$ cat src/rtl/bin_to_bcd_seq.sv
// Sequential binary-to-BCD converter using shift-add-3 (double dabble).
// Takes one bit per CONV cycle and saturates to all nines when the input has more decimal digits than the output.
module bin_to_bcd_seq #(
  parameter int DATA_W = 20,
  parameter int DIGITS = 6
) (
  input  logic                  sys_clk,
  input  logic                  sys_rst,
  input  logic                  start,
  input  logic [DATA_W-1:0]     bin_in,
  output logic                  busy,
  output logic                  done,
  output logic [4*DIGITS-1:0]   bcd_out,
  output logic                  ovf
);

  localparam int BCD_W = 4 * DIGITS;
  localparam int CNT_W = $clog2(DATA_W + 1);
  localparam logic [63:0] MAX_VAL = 64'(10 ** DIGITS - 1);
  localparam logic [BCD_W-1:0] ALL_NINES = {DIGITS{4'h9}};

  typedef enum logic [1:0] {IDLE, CONV, DONE} state_t;

  state_t            r_state;
  state_t            w_state_next;
  logic [DATA_W-1:0] r_bin;
  logic [BCD_W-1:0]  r_scratch;
  logic [CNT_W-1:0]  r_cnt;
  logic              r_ovf_pend;
  logic [BCD_W-1:0]  r_bcd;
  logic              r_ovf;

  logic [BCD_W-1:0]  w_adj;
  logic [BCD_W-1:0]  w_scratch_next;
  logic [DATA_W-1:0] w_bin_next;
  logic [63:0]       w_bin_ext;
  logic              w_in_ovf;
  logic              w_last;
  logic              w_accept;

  // Add 3 to every digit >= 5 so the following left shift carries correctly into the next decade.
  genvar gi;
  generate
    for (gi = 0; gi < DIGITS; gi++) begin : g_adj
      assign w_adj[4*gi +: 4] = (r_scratch[4*gi +: 4] >= 4'd5) ?
                                (r_scratch[4*gi +: 4] + 4'd3) : r_scratch[4*gi +: 4];
    end
  endgenerate

  assign w_scratch_next = {w_adj[BCD_W-2:0], r_bin[DATA_W-1]};
  assign w_bin_next     = {r_bin[DATA_W-2:0], 1'b0};
  assign w_last         = (r_cnt == CNT_W'(DATA_W - 1));
  assign w_bin_ext      = 64'(bin_in);
  assign w_in_ovf       = (w_bin_ext > MAX_VAL);

  always_ff @(posedge sys_clk or posedge sys_rst) begin
    if (sys_rst) begin
      r_state <= IDLE;
    end else begin
      r_state <= w_state_next;
    end
  end

  always_comb begin
    w_state_next = r_state;
    busy         = 1'b0;
    done         = 1'b0;
    w_accept     = 1'b0;
    unique case (r_state)
      IDLE: begin
        if (start) begin
          w_accept     = 1'b1;
          w_state_next = CONV;
        end
      end
      CONV: begin
        busy = 1'b1;
        if (w_last) begin
          w_state_next = DONE;
        end
      end
      DONE: begin
        busy         = 1'b1;
        done         = 1'b1;
        w_state_next = IDLE;
      end
      default: w_state_next = IDLE;
    endcase
  end

  // Overflow is decided at acceptance, because the binary shift register is consumed during CONV.
  always_ff @(posedge sys_clk or posedge sys_rst) begin
    if (sys_rst) begin
      r_bin      <= '0;
      r_scratch  <= '0;
      r_cnt      <= '0;
      r_ovf_pend <= 1'b0;
      r_bcd      <= '0;
      r_ovf      <= 1'b0;
    end else begin
      if (w_accept) begin
        r_bin      <= bin_in;
        r_scratch  <= '0;
        r_cnt      <= '0;
        r_ovf_pend <= w_in_ovf;
      end else if (r_state == CONV) begin
        r_bin     <= w_bin_next;
        r_scratch <= w_scratch_next;
        r_cnt     <= r_cnt + CNT_W'(1);
        if (w_last) begin
          r_bcd <= r_ovf_pend ? ALL_NINES : w_scratch_next;
          r_ovf <= r_ovf_pend;
        end
      end
    end
  end

  assign bcd_out = r_bcd;
  assign ovf     = r_ovf;

endmodule

$ cat config.mk
export PLATFORM = sky130hd
export DESIGN_NAME = bin_to_bcd_seq
export DESIGN_NICKNAME = d
export VERILOG_FILES = /design/src/rtl/bin_to_bcd_seq.sv
export SDC_FILE = /design/constraint.sdc
export NUM_CORES = 1
export LEC_CHECK = 0
export CORE_MARGIN = 8
export CORE_UTILIZATION = 40
export DETAILED_ROUTE_END_ITERATION = 16
export PLACE_DENSITY = 0.68
export SLEW_MARGIN = 10
export SYNTH_ARGS = -nofsm -noshare
export SYNTH_HDL_FRONTEND = slang
export SYNTH_SLANG_ARGS = --single-unit
$ cat constraint.sdc
create_clock -name sys_clk -period 2.8 [get_ports sys_clk]
set_input_delay 0.28 -clock sys_clk [delete_from_list [all_inputs] [get_ports sys_clk]]
set_output_delay 0.28 -clock sys_clk [all_outputs]
set_load 0.05 [all_outputs]
# Word-level counts from Yosys, hierarchy flattened
# Index checks and enable logic that the tools add are counted.
# word_totals
ff_bits	77
input_bits	23
out_inout_bits	27
wordCells	52
# classes
addsub	7
order_cmp	7
n_eq_ne	5
muxes	20
bitwise	1
n_reduce_logical	5
# op_table
operator	n
2-to-1 mux 24 bit	3
2-to-1 mux 20 bit	2
>= comparator 4 x 3 -> 1 bit, second input constant	6
adder 4 x 2 -> 4 bit, second input constant	5
> comparator 20 bit, second input constant	1
2-to-1 mux 4 bit	5
2-to-1 mux 5 bit	2
adder 5 x 1 -> 5 bit, second input constant	1
equality test 5 bit, second input constant	1
2-to-1 mux 1 bit	4
2-to-1 mux 2 bit	2
!= test 2 bit, second input constant	2
one-hot mux 2 bit (2 select lines)	1
adder 3 x 2 -> 3 bit, second input constant	1
2-to-1 mux 3 bit	1
AND reduction 3 bit	1
equality test 2 x 1 -> 1 bit, second input constant	1
equality test 2 bit, second input constant	1
logical NOT 2 bit	1
AND reduction 2 bit	1
nonzero test 2 bit	1
OR reduction 2 bit	1
NOT 1 bit	1

# Depth between registers and ports, before layout
# Gate-level depths: netlist (run 1).
# depth
depth_word	4
depth_mapped	8
depth_no_buf	6

# Worst setup path after synthesis (run 1)
# Ideal clock, no wire load.
# synth_path
path_type	register to register
startpoint	register r_state[1]
endpoint	register r_bcd[2], in the netlist bcd_out[2]
setup_time_ps	121
arrival_time_ps	1536
slack_ps	1143
stages_incl_launch_ff	8
path_cell_list	dfrtp_1 inv_1 ha_1 a21bo_2 or2_1 buf_6 buf_6 a22o_1
# synth_between
elab_chain_cells	4
elab_cells_between_ends	5
# synth_rtl
item	line_no	rtl
start, declared	24	state_t r_state;
start signal, assigned	60	r_state <= w_state_next;
logical NOT 2 bit	69	unique case (r_state)
2-to-1 mux 1 bit	69	
NOT 1 bit (no source line)	-	
AND reduction 3 bit (no source line) *	-	
end signal, assigned	111	r_bcd <= r_ovf_pend ? ALL_NINES : w_scratch_next;
end, declared	30	logic [BCD_W-1:0] r_bcd;
# Mark *: on every way between the ends. The rest lies on a longest branch, timed or not.
# A chain may end at the register's enable or synchronous reset.

# Worst setup path in the final report (run 1)
# layout_path
startpoint	register r_state[1]
endpoint	output port busy
# layout_between
elab_chain_cells	3
elab_cells_between_ends	4
# layout_rtl
item	line_no	rtl
equality test 2 x 1 -> 1 bit or equality test 2 bit (tied branches)	69	
OR reduction 2 bit (no source line) *	-	
2-to-1 mux 1 bit *	69	
end, declared	11	output logic busy,
# Marked as above.

==> summary.md, run 1 <==
| Metric | Value |
|---|---|
| Least-Margin Pin Slew | 854 ps |
| Post-CTS sizing | 0 |
| Hold WS | 326 ps |
| Seq/Total Area, Yosys | 50.1% |
| First-pass GRT wire length | 14.6 mm |
| Root buffer cell | clkbuf_8 |
| CTS tree | yes |
| P_leak | 2.05 nW |
| Total die area | 13000 um2 |
| Clock-pin slew on the worst setup and hold paths | 80 ps |
| Fmax | 462 MHz |
| Synthesized flop and latch total | 77 |
| Largest net degree at the start of global routing | 78 |
| Num ports | 50 |
| DRC | 0 |
| End-of-flow core utilization | 50.6% |
| R2r setup slk | 780 ps |
| Most frequent cells in the layout | dfrtp_1, clkdlybuf4s50_1, o21ai_0, nand2_1, a21oi_1 |
| GRT Util Overall | 14.2% |
| Die H | 114 um |
| Setup CP Type | register to primary output |
| Arrival time at the worst endpoint | 1890 ps |
| Drt pass-1 iters | 4 |
| Worst-Skew Late Latency | 350 ps |
| Drt via density | 5.21 |
| Overflow after GRT | 0 |
| Power Dens Cells | 1010 nW/um2 |
| Final-report hold violation count | 0 |
| ANT nets after route | 0 |
| Syn Nets | 434 |
| Post-Syn Area per Cell | 9.76 um2 |
| Placer Congestion | 0.807 |
| Clk buf depth | 2 |
| Netlist Area Pre-Place | 3840 um2 |
| Drt initial violations | 128 |
| Layout cell share with drive strength beyond 1 | 6.32% |
| RSZ-0062 raised after global routing | false |
| Synth cell types | 37 |
| Fin Clk Skew | 10.6 ps |
| Row count | 35 |
| Inserted Diodes | 0 |
| Initial core utilization | 41.4% |
| Hpwl dp | 5.94 mm |
| Max-Cap Viols | 0 |
| Tmin final | 2170 ps |
| Worst vdd ir | 682 uV |
| Synthesis Warnings | 0 |
| Area of the core | 9280 um2 |
| Period Utilization, post-route | 77.3% |
| Commonest non-fill, non-tap cell in the layout | dfrtp_1 |
| Vias in the first global route | 3060 |
| Post-DR wirelength/cell | 15.3 um |
| CP Launch Type | register |
| Outcome | complete, no violations |
| CTS sink cnt | 77 |
| Tot Pwr | 4.72 mW |
| Crit path max fanout | 4 |
| Max Slew Vio Count | 0 |
| H-tree levels | 3 |
| Crit end category | primary output |
| Final setup viols | 0 |
| Initial antenna violation count | 0 |
| Layout area overhead | 22.1% |
| Fillers | 894 |
| HP Class | input port to async pin |
| Die Wd | 114 um |
| Wirelength, routed | 8.76 mm |
| Post-CTS Hold Buffers | 0 |
| Max-slew headroom | 43.0% |
| Total CTS buffers | 9 |
| Vias | 2982 |
| Post-Syn Instances | 394 |
| Worst path required time | 2520 ps |
| Setup bufs post-CTS | 0 |
| Total Neg Setup Slack | 0 ps |
| Fin nets | 478 |
| Port Buffer Count | 49 |
[Yosys cell counts (all sizes together)]
| library cell | instances | area, um2 |
|---|---|---|
| and2 | 1 | 6.26 |
| or2 | 1 | 6.26 |
| nor2b | 6 | 37.5 |
| xnor2 | 7 | 61.3 |
| a211oi | 6 | 45.0 |
| nand2 | 42 | 158 |
| buf | 11 | 66.3 |
| o31a | 1 | 8.76 |
| a22o | 6 | 52.6 |
| o21ai | 44 | 220 |
| nand2b | 6 | 37.5 |
| inv | 21 | 78.8 |
| a31o | 4 | 35.0 |
| or4 | 1 | 7.51 |
| nor3 | 10 | 50.1 |
| nand4 | 3 | 18.8 |
| nor3b | 6 | 45.0 |
| dfrtp | 77 | 1930 |
| nor2 | 28 | 115 |
| xor2 | 3 | 26.3 |
| o22ai | 2 | 12.5 |
| a21bo | 1 | 10.0 |
| o21a | 2 | 15.0 |
| o41ai | 1 | 8.76 |
| nand3 | 10 | 50.1 |
| a31oi | 11 | 68.8 |
| nand3b | 1 | 7.51 |
| ha | 17 | 213 |
| nand4bb | 1 | 11.3 |
| mux2i | 27 | 270 |
| clkbuf | 9 | 33.8 |
| a21oi | 28 | 140 |
[where the power goes]
part | switching, mW | internal (mW)
Combinational | 1.15 | 0.817
Clock | 0.403 | 0.616
Sequential | 0.286 | 1.45
Total | 1.84 | 2.88
[final timing paths]
kind	endpoint	depth (start not counted)	start
setup reg to reg	bcd_out[5]	6	r_state[1]
hold / removal	r_scratch[19]	3	sys_rst
hold reg to reg	bcd_out[18]	2	bcd_out[18]
setup / recovery	busy	3	r_state[1]
max in group asynchronous	r_bin[6]	3	sys_rst
min in group sys_clk	r_bin[2]	3	bin_in[2]
[layout make-up]
type	count	area, um2	area share, %
clock buffer	12	145	3.09
clock inverter	4	95.1	2.03
inverter	21	78.8	1.68
multi-input combinational	276	1740	37.1
sequential	77	1930	41.0
tap	129	161	3.44
timing repair buffer	53	546	11.6
[sequential cells by signal (all words and copies together) (netlist names)]
name        cells
r_scratch      24
r_bin          20
r_state         2
bcd_out        24
r_ovf_pend      1
ovf             1
r_cnt           5
[worst max-delay path: stages (launching register included)]
cell,delay [ps]
dfrtp_1,360
inv_1,90
ha_1,290
clkdlybuf4s50_1,800
[routing by layer]
| layer | vias up | global-route usage, % | share of wire (%) |
|---|---|---|---|
| met2 | 71 | 23.6 | 47 |
| met1 | 1444 | 17.1 | 46 |
| li1 | 1454 | - | - |
| met4 | 0 | 6.57 | 1.9 |
| met3 | 13 | 3.06 | 4.9 |
| met5 | - | 0 | 0 |
[logic make-up (layout without fill, tap and decap cells)]
kind of cell | after synthesis | after routing | synth area share (%)
multiplexers | 27 | 27 | 7.03
buffers and inverters | 41 | 90 | 4.65
AO/OA/AOI/OAI | 106 | 106 | 16.0
XOR/XNOR | 10 | 10 | 2.28
adder cells (fa/ha/maj) | 17 | 17 | 5.53
AND/OR/NAND/NOR | 116 | 116 | 14.3
flip-flops | 77 | 77 | 50.1
[stage by stage]
step	instance area, um2	worst slack [ps]	cells
after floorplan	3840	553	394
after global placement	4450	758	556
after detailed placement	4450	676	556
after CTS	4690	620	572
after global routing	4690	552	572
final	4690	635	572
Note: power is estimated with default switching activity, not from simulation.
==> inputs of run 2 (changes only) <==
Settings changed: PLACE_DENSITY 0.68 to 0.7.
Clock period 2.8 ns to 1.9 ns, I/O delays scaled along.
==> summary.md, run 2 (synthesis gave the netlist of run 1 again) <==
| Metric | Value |
|---|---|
| Total CTS buffers | 9 (unchanged) |
| Max stage delay on crit path | 380 ps (was 800 ps) |
| Pre-CTS worst setup slack | 109 ps (was 676 ps) |
| Initial core utilization | 41.4% (unchanged) |
| R2R Path End | bcd_out[17] (was bcd_out[5]) |
| Worst vdd ir | 1260 uV (was 682 uV) |
| Port Buffer Count | 49 (unchanged) |
| Vias | 2961 (was 2982) |
| Commonest non-fill, non-tap cell in the layout | dfrtp_1 (unchanged) |
| Layout cell share with drive strength beyond 1 | 8.43% (was 6.32%) |
| Fin nets | 486 (was 478) |
| Drt initial violations | 124 (was 128) |
| GRT Util Overall | 14.6% (was 14.2%) |
| Drt pass-1 iters | 4 (unchanged) |
| Clock-pin slew on the worst setup and hold paths | 80 ps (about the same) |
| Overflow after GRT | 0 (unchanged) |
| Fillers | 884 (was 894) |
| Worst r2r src | r_state[1] (unchanged) |
| Crit end category | register (was primary output) |
| Wirelength, routed | 8.80 mm (was 8.76 mm) |
| Least-Margin Pin Slew | 506 ps (was 854 ps) |
| Placer Congestion | 0.781 (was 0.807) |
| Max-slew headroom | 66.1% (was 43.0%) |
| Tot Pwr | 6.63 mW (was 4.72 mW) |
| Max-Cap Viols | 0 (unchanged) |
| Final-report hold violation count | 0 (unchanged) |
| Outcome | complete, no violations (unchanged) |
| Fin area | 4710 um2 (was 4690 um2) |
| Tmin final | 1790 ps |
| Most frequent cells in the layout | dfrtp_1, clkdlybuf4s50_1, o21ai_0, nand2_1, a21oi_1 (unchanged) |
| Post-CTS sizing | 0 (unchanged) |
| Area of the multi-input gates | 1740 um2 (unchanged) |
| Total Neg Setup Slack | 0 ps (unchanged) |
| Initial antenna violation count | 0 (unchanged) |
| Power Dens Cells | 1410 nW/um2 (was 1010 nW/um2) |
| Hold WS | 303 ps (was 326 ps) |
| Hpwl dp | 6.20 mm (was 5.94 mm) |
| End-of-flow core utilization | 50.7% (was 50.6%) |
| Drt via density | 5.11 (was 5.21) |
| First-pass GRT wire length | 15.2 mm (was 14.6 mm) |
| ANT nets after route | 0 (unchanged) |
| P_leak | 2.06 nW (was 2.05 nW) |
| Post-CTS Hold Buffers | 0 (unchanged) |
| CP cell instances | inv_1, ha_2, a21bo_2, or2_1, buf_4, a22o_1 (was inv_1, ha_1, clkdlybuf4s50_1) |
| Reg2reg path depth | 6 (unchanged) |
| Root buffer cell | clkbuf_8 (unchanged) |
| R2r setup slk | 110 ps (was 780 ps) |
| Setup CP Type | register to register (was register to primary output) |
| Placed instance area | 4540 um2 (was 4450 um2) |
| Largest net degree at the start of global routing | 78 (unchanged) |
| Row count | 35 (unchanged) |
| Critical-path top delay cell | dfrtp_1 (was clkdlybuf4s50_1) |
| Die Wd | 114 um (unchanged) |
| Period Utilization, post-route | 94.4% |
| Crit path max fanout | 15 (was 4) |
| Layout area overhead | 22.5% (was 22.1%) |
| Final Non-Filler Cells | 580 (was 572) |
| Num ports | 50 (unchanged) |
| Final setup viols | 0 (unchanged) |
| Fmax | 558 MHz |
| Die H | 114 um (unchanged) |
| Setup bufs post-CTS | 0 (unchanged) |
| CP Launch Type | register (unchanged) |
| FF+latch area | 1930 um2 (unchanged) |
| Area of the core | 9280 um2 (unchanged) |
| Worst path required time | 2150 ps (was 2520 ps) |
| H-tree levels | 3 (unchanged) |
| Total die area | 13000 um2 (unchanged) |
| CTS tree | yes (unchanged) |
| DP Cell Count | 564 (was 556) |
| DRC | 0 (unchanged) |
| Max Slew Vio Count | 0 (unchanged) |
| Clk buf depth | 2 (unchanged) |
| Worst-Skew Late Latency | 350 ps (about the same) |
| Post-DR wirelength/cell | 15.2 um (was 15.3 um) |
| HP Class | input port to async pin (unchanged) |
| RSZ-0062 raised after global routing | false (unchanged) |
| Vias in the first global route | 3063 (was 3060) |
| Inserted Diodes | 0 (unchanged) |
| Final setup margin | 107 ps (was 635 ps) |
| Fin Clk Skew | 10.6 ps (about the same) |
| CTS sink cnt | 77 (unchanged) |
| Arrival time at the worst endpoint | 2040 ps (was 1890 ps) |
[run 2: worst max-delay path by stage]
| stage | start | to | slack, ps | cells after the start |
|---|---|---|---|---|
| 2_1_floorplan | r_state[1] | bcd_out[2] | 240 | 7 |
| 3_3_place_gp | r_state[1] | bcd_out[13] | 160 | 6 |
| 3_5_place_dp | r_state[1] | bcd_out[21] | 110 | 6 |
| 4_1_cts | r_state[1] | bcd_out[17] | 90 | 6 |
| 5_1_grt | r_state[1] | bcd_out[17] | 20 | 6 |
| 6_report | r_state[1] | bcd_out[17] | 110 | 6 |
[run 2: cell type report]
class,instances,area share [%]
sequential,77,40.9
multi-input combinational,276,37.0
timing repair buffer,61,13.3
tap,129,3.43
clock buffer,12,3.08
inverter,21,1.75
clock inverter,4,0.505
[run 2: critical path, delay by kind of cell (launching register included)]
family	cells	cell delay [ps]
flops	1	380
simple gates	1	260
compound gates	2	500
fa+ha+maj	1	220
buf+inv	2	330
[run 2: metal layers]
metal	global-route usage [%]	up-vias	share of wire (%)
li1	-	1474	-
met1	19.2	1410	48
met2	22.4	65	45
met3	4.28	12	5.2
met4	5.32	0	1.7
met5	0	-	0
[run 2: power breakdown]
part           switching (mW)  internal [mW]
combinational            1.72           1.25
clock                   0.605          0.507
sequential              0.420           2.13
